## src/rtl/wb_master_arbiter.sv

```systemverilog
// Two-master Wishbone arbiter: per-cyc-tenure round-robin grant, owner-only return path,
// and a stall watchdog that forces err when the slave never terminates a strobe.
module wb_master_arbiter #(
  parameter int unsigned ADDR_WIDTH     = 32,
  parameter int unsigned DATA_WIDTH     = 32,
  parameter int unsigned TIMEOUT_CYCLES = 255
) (
  input  logic                    clk,
  input  logic                    rst_n,
  input  logic [ADDR_WIDTH-1:0]   m0_adr_i,
  input  logic [ADDR_WIDTH-1:0]   m1_adr_i,
  input  logic [DATA_WIDTH-1:0]   m0_dat_i,
  input  logic [DATA_WIDTH-1:0]   m1_dat_i,
  output logic [DATA_WIDTH-1:0]   m0_dat_o,
  output logic [DATA_WIDTH-1:0]   m1_dat_o,
  input  logic                    m0_we_i,
  input  logic                    m1_we_i,
  input  logic [DATA_WIDTH/8-1:0] m0_sel_i,
  input  logic [DATA_WIDTH/8-1:0] m1_sel_i,
  input  logic                    m0_stb_i,
  input  logic                    m1_stb_i,
  input  logic                    m0_cyc_i,
  input  logic                    m1_cyc_i,
  output logic                    m0_ack_o,
  output logic                    m1_ack_o,
  output logic                    m0_err_o,
  output logic                    m1_err_o,
  output logic [ADDR_WIDTH-1:0]   s_adr_o,
  output logic [DATA_WIDTH-1:0]   s_dat_o,
  input  logic [DATA_WIDTH-1:0]   s_dat_i,
  output logic                    s_we_o,
  output logic                    s_stb_o,
  output logic                    s_cyc_o,
  output logic [DATA_WIDTH/8-1:0] s_sel_o,
  input  logic                    s_ack_i,
  input  logic                    s_err_i,
  output logic [1:0]              grant_o,
  output logic                    timeout_o
);

  localparam int unsigned CntW = $clog2(TIMEOUT_CYCLES + 1);

  typedef enum logic [1:0] {StIdle, StOwn0, StOwn1} state_e;

  state_e          r_state;
  logic            r_last;
  logic [1:0]      r_grant;
  logic [CntW-1:0] r_cnt;

  logic w_own0, w_own1, w_hold, w_fire;

  assign w_own0 = r_grant[0];
  assign w_own1 = r_grant[1];

  // Current owner keeps the bus into the next cycle; anything else resets the watchdog.
  assign w_hold = ((r_state == StOwn0) && m0_cyc_i) || ((r_state == StOwn1) && m1_cyc_i);

  // A same-cycle ack beats the watchdog.
  assign w_fire = s_stb_o && !s_ack_i && (r_cnt == CntW'(TIMEOUT_CYCLES));

  always_ff @(posedge clk) begin
    if (!rst_n) begin
      r_state <= StIdle;
      r_last  <= 1'b1;
      r_grant <= 2'b00;
      r_cnt   <= '0;
    end else begin
      case (r_state)
        StIdle: begin
          if (m0_cyc_i && (!m1_cyc_i || r_last)) begin
            r_state <= StOwn0;
            r_grant <= 2'b01;
            r_last  <= 1'b0;
          end else if (m1_cyc_i) begin
            r_state <= StOwn1;
            r_grant <= 2'b10;
            r_last  <= 1'b1;
          end
        end
        StOwn0: begin
          if (!m0_cyc_i) begin
            if (m1_cyc_i) begin
              r_state <= StOwn1;
              r_grant <= 2'b10;
              r_last  <= 1'b1;
            end else begin
              r_state <= StIdle;
              r_grant <= 2'b00;
            end
          end
        end
        StOwn1: begin
          if (!m1_cyc_i) begin
            if (m0_cyc_i) begin
              r_state <= StOwn0;
              r_grant <= 2'b01;
              r_last  <= 1'b0;
            end else begin
              r_state <= StIdle;
              r_grant <= 2'b00;
            end
          end
        end
        default: begin
          r_state <= StIdle;
          r_grant <= 2'b00;
        end
      endcase

      if (!w_hold || w_fire || !s_stb_o || s_ack_i || s_err_i) begin
        r_cnt <= '0;
      end else begin
        r_cnt <= r_cnt + CntW'(1);
      end
    end
  end

  always_comb begin
    s_cyc_o  = (w_own0 && m0_cyc_i) || (w_own1 && m1_cyc_i);
    s_stb_o  = (w_own0 && m0_stb_i) || (w_own1 && m1_stb_i);
    s_adr_o  = w_own0 ? m0_adr_i : (w_own1 ? m1_adr_i : '0);
    s_dat_o  = w_own0 ? m0_dat_i : (w_own1 ? m1_dat_i : '0);
    s_we_o   = (w_own0 && m0_we_i) || (w_own1 && m1_we_i);
    s_sel_o  = w_own0 ? m0_sel_i : (w_own1 ? m1_sel_i : '0);
    m0_dat_o = w_own0 ? s_dat_i : '0;
    m1_dat_o = w_own1 ? s_dat_i : '0;
    m0_ack_o = s_ack_i && w_own0;
    m1_ack_o = s_ack_i && w_own1;
    m0_err_o = (s_err_i || w_fire) && w_own0;
    m1_err_o = (s_err_i || w_fire) && w_own1;
  end

  assign grant_o   = r_grant;
  assign timeout_o = w_fire;

endmodule

```

## config.mk

```make
export PLATFORM = sky130hd
export DESIGN_NAME = wb_master_arbiter
export DESIGN_NICKNAME = d
export VERILOG_FILES = /design/src/rtl/wb_master_arbiter.sv
export SDC_FILE = /design/constraint.sdc
export NUM_CORES = 1
export LEC_CHECK = 0
export CAP_MARGIN = 0
export CORE_AREA = 2 2 123 125
export DETAILED_ROUTE_END_ITERATION = 10
export DIE_AREA = 0 0 125 127
export GPL_TIMING_DRIVEN = 0
export PLACE_DENSITY = 0.56
export SYNTH_ARGS = -nofsm -noshare
export SYNTH_HDL_FRONTEND = slang
export SYNTH_SLANG_ARGS = --single-unit
```

## constraint.sdc

```tcl
create_clock -name clk -period 3 [get_ports clk]
set_input_delay 0.6 -clock clk [delete_from_list [all_inputs] [get_ports clk]]
set_output_delay 0.6 -clock clk [all_outputs]
set_load 0.02 [all_outputs]
```

==> impl_metrics.py <==
metrics = {
    "worst_setup_path": {
        "timing.rr.end": "grant_o[0]",
        "path_max_fanout": 10,
        "start_kind": "flop",
        "crit_arrival_ns": 2.20,
        "r2r_start": "grant_o[0]",
        "worstPathRequired_ns": 2.40,
        "rr_worst_depth": 9,
        "path_class": "reg2out",
        "reg2reg_slack_ns": 0.35,
        "end_kind": "output pin",
    },
    "yosys": {
        "synth_xor_area_share_pct": 2.50,
        "ys_seq_elements": 11,
        "synth_top_family_by_area": "compound AO/OA/AOI/OAI gates",
        "syn_area_um2": 1750,
        "synth_compound_area_share_pct": 41.9,
        "syn_nets": 412,
        "netlist_instances": 229,
        "synthFlopType": "dfxtp_1",
        "yosysWarnings": 0,
        "synthSimpleGateAreaFrac_pct": 33.2,
        "ys_seq_area_share_pct": 12.6,
        "ys_top_cells_by_count": "a22o_1, and2_1, clkbuf_1, dfxtp_1, nor2_1",
        "yosys.area.top_type": "a22o_1",
        "synth_top_area_share_pct": 35.1,
        "synth.distinct_cells": 32,
        "synth.most_common_cell": "a22o_1",
        "synth_area_leaders": "a22o_1, and2_1, dfxtp_1",
        "avgSynthCellArea_um2": 7.64,
        "muxShareOfSynthArea_pct": 0,
        "synthAdderAreaFrac_pct": 3.58,
        "synth-edff-count": 0,
        "async_flop_share_pct": 0,
    },
    "detailed_routing": {
        "wl_per_cell_um": 17.3,
        "antenna_left": 0,
        "route.detailed.drc": 0,
        "firstDrtPassIters": 4,
        "dr.first_iter.drc_count": 198,
        "wirelength_um": 12800,
        "via_per_inst": 4.14,
        "via_count": 3047,
    },
    "cells_and_area": {
        "n_fill_cell": 1459,
        "syn2layout_area_growth_pct": 202,
        "insertedDiodeCount": 0,
        "seqCellArea_um2": 221,
        "final_nets": 736,
        "drive_above_1_share_pct": 4.17,
        "multiInputGateArea_um2": 1430,
    },
    "grt": {
        "grt_max_degree": 11,
        "track_usage_pct": 14.5,
        "grt_pass1_wl_um": 18300,
        "grt_antenna_before_repair": 0,
        "grt_pass1_vias": 3082,
        "grt_overflow": 0,
    },
    "sta": {
        "grt_setup_unrepaired": "no",
        "tightest_slew_ns": 0.486,
        "clock_skew_ns": 0.00157,
        "slew_headroom_pct": 67.6,
        "whs_ns": 0.462,
        "setup_slack_ns": 0.204,
        "finalCriticalPeriod_ns": 2.80,
        "min_period_over_period_pct": 93.2,
        "setup_viol": 0,
        "fmax_ghz": 0.358,
        "slew_viol_final": 0,
        "hold_viol": 0,
    },
    "hold_path": {
        "hold_class": "reg2reg",
        "worstHoldStart": "r_cnt[0]",
        "min_to": "r_cnt[0]",
        "whs_path_depth": 1,
    },
    "floorplan": {
        "ios": 320,
        "die_w_um": 125,
        "row_count": 44,
        "core_area_um2": 14400,
        "die_area_um2": 15900,
        "initial_core_util_pct": 12.1,
        "die_h_um": 127,
    },
    "clocking": {
        "ctsHoldBuffers": 0,
        "cts_max_level": 1,
        "clockBufferDepth": 2,
        "cts_buffers": 3,
        "insertion_delay_ns": 0.24,
        "clk_pin_slew_ns": 0.04,
        "cts_tree": "yes",
        "cts.sinks": 11,
        "cts-root-buf": "clkbuf_16",
        "cts_setup_buffers": 0,
    },
    "place": {
        "hpwlAfterDp_um": 11100,
        "gp_congestion": 0.851,
        "place_ws_ns": -0.0672,
        "portBuffers": 319,
    },
    "job": {
        "cap_viol_max_count": 0,
    },
    "status": {
        "status": "completed",
    },
    "power_and_ir_drop": {
        "leakagePower_nw": 2.02,
        "power.density_nw_per_um2": 486,
        "ir_drop_v": 0.000218,
    },
}
what timing repair did:
item / in CTS / in global routing
pin swaps: 0 / 0
endpoints found under the setup margin: 91 / 99
endpoints found under the hold margin: 0 / 0
resized for setup: 8 / 17
placed cells by master, fill, tap and decap left out, drive strengths merged, types with 2 or more instances in the layout:
cell type	n
nor3	2
buf	5
and3	2
nand2	5
and2	66
ha	5
nor2	8
xor2	3
a22oi	2
a21oi	2
o21ai	2
nand3	3
o21a	2
a21boi	2
dfxtp	11
xnor2	2
inv	4
dlygate4sd2	3
a22o	70
nand2b	6
clkbuf	22
clkdlybuf4s50	316
power by group:
part / internal [mW] / switching (mW) / leakage (nW)
Clock: 0.178 / 0.0632 / 0.0382
Combinational: 1.08 / 1.06 / 1.89
Sequential: 0.161 / 0.0193 / 0.0896
Total: 1.42 / 1.14 / 2.02
layer usage:
metal | GRT usage, % | wire length [um] | vias to the layer above
met4 | 0.980 | 55 | 0
met1 | 18.5 | 5440 | 1412
met2 | 26.2 | 6420 | 137
li1 | - | - | 1492
met3 | 3.48 | 850 | 6
met5 | 0 | 0 | -
critical path: stages, from the launching register on:
cell             delay, ns
dfxtp_1               0.39
buf_4                 0.22
buf_2                 0.27
clkbuf_2              0.27
a22o_1                0.20
clkdlybuf4s50_1       0.61
cells by family after synthesis:
family | after synthesis
AO/OA/AOI/OAI | 85
XOR/XNOR | 5
adder cells (fa/ha/maj) | 5
buffers and inverters | 27
flip-flops | 11
AND/OR/NAND/NOR | 96
through the flow:
step | util [%] | area, um^2 | power, mW | cells | TNS, ns
3_5_place_dp | 35.9 | 5170 | 2.32 | 732 | -0.225
2_1_floorplan | - | 1750 | 1.20 | 229 | 0
5_1_grt | 36.6 | 5280 | 2.71 | 736 | 0
4_1_cts | 36.5 | 5260 | 2.58 | 736 | 0
6_report | 36.6 | 5280 | 2.56 | 736 | 0
3_3_place_gp | 35.9 | 5170 | 2.31 | 732 | -0.0868
cell type report:
| class | count | share of cell area [%] |
|---|---|---|
| buffer | 23 | 2.04 |
| clock buffer | 4 | 1.49 |
| inverter | 4 | 0.285 |
| multi-input combinational | 191 | 27.2 |
| sequential | 11 | 4.20 |
| tap | 184 | 4.36 |
| timing repair buffer | 319 | 60.5 |
registers in the layout, indices dropped and copies added (netlist names):
register  cells
r_cnt         8
grant_o       2
r_last        1
worst max path at each step:
stage | from | endpoint | depth (start not counted)
2_1_floorplan | grant_o[0] | grant_o[0] | 9
3_3_place_gp | grant_o[1] | s_sel_o[0] | 6
3_5_place_dp | grant_o[1] | s_sel_o[0] | 6
4_1_cts | grant_o[1] | s_adr_o[20] | 5
5_1_grt | grant_o[0] | s_dat_o[28] | 5
6_report | grant_o[0] | s_dat_o[22] | 5
No activity file was read; power rests on OpenSTA's default activity.
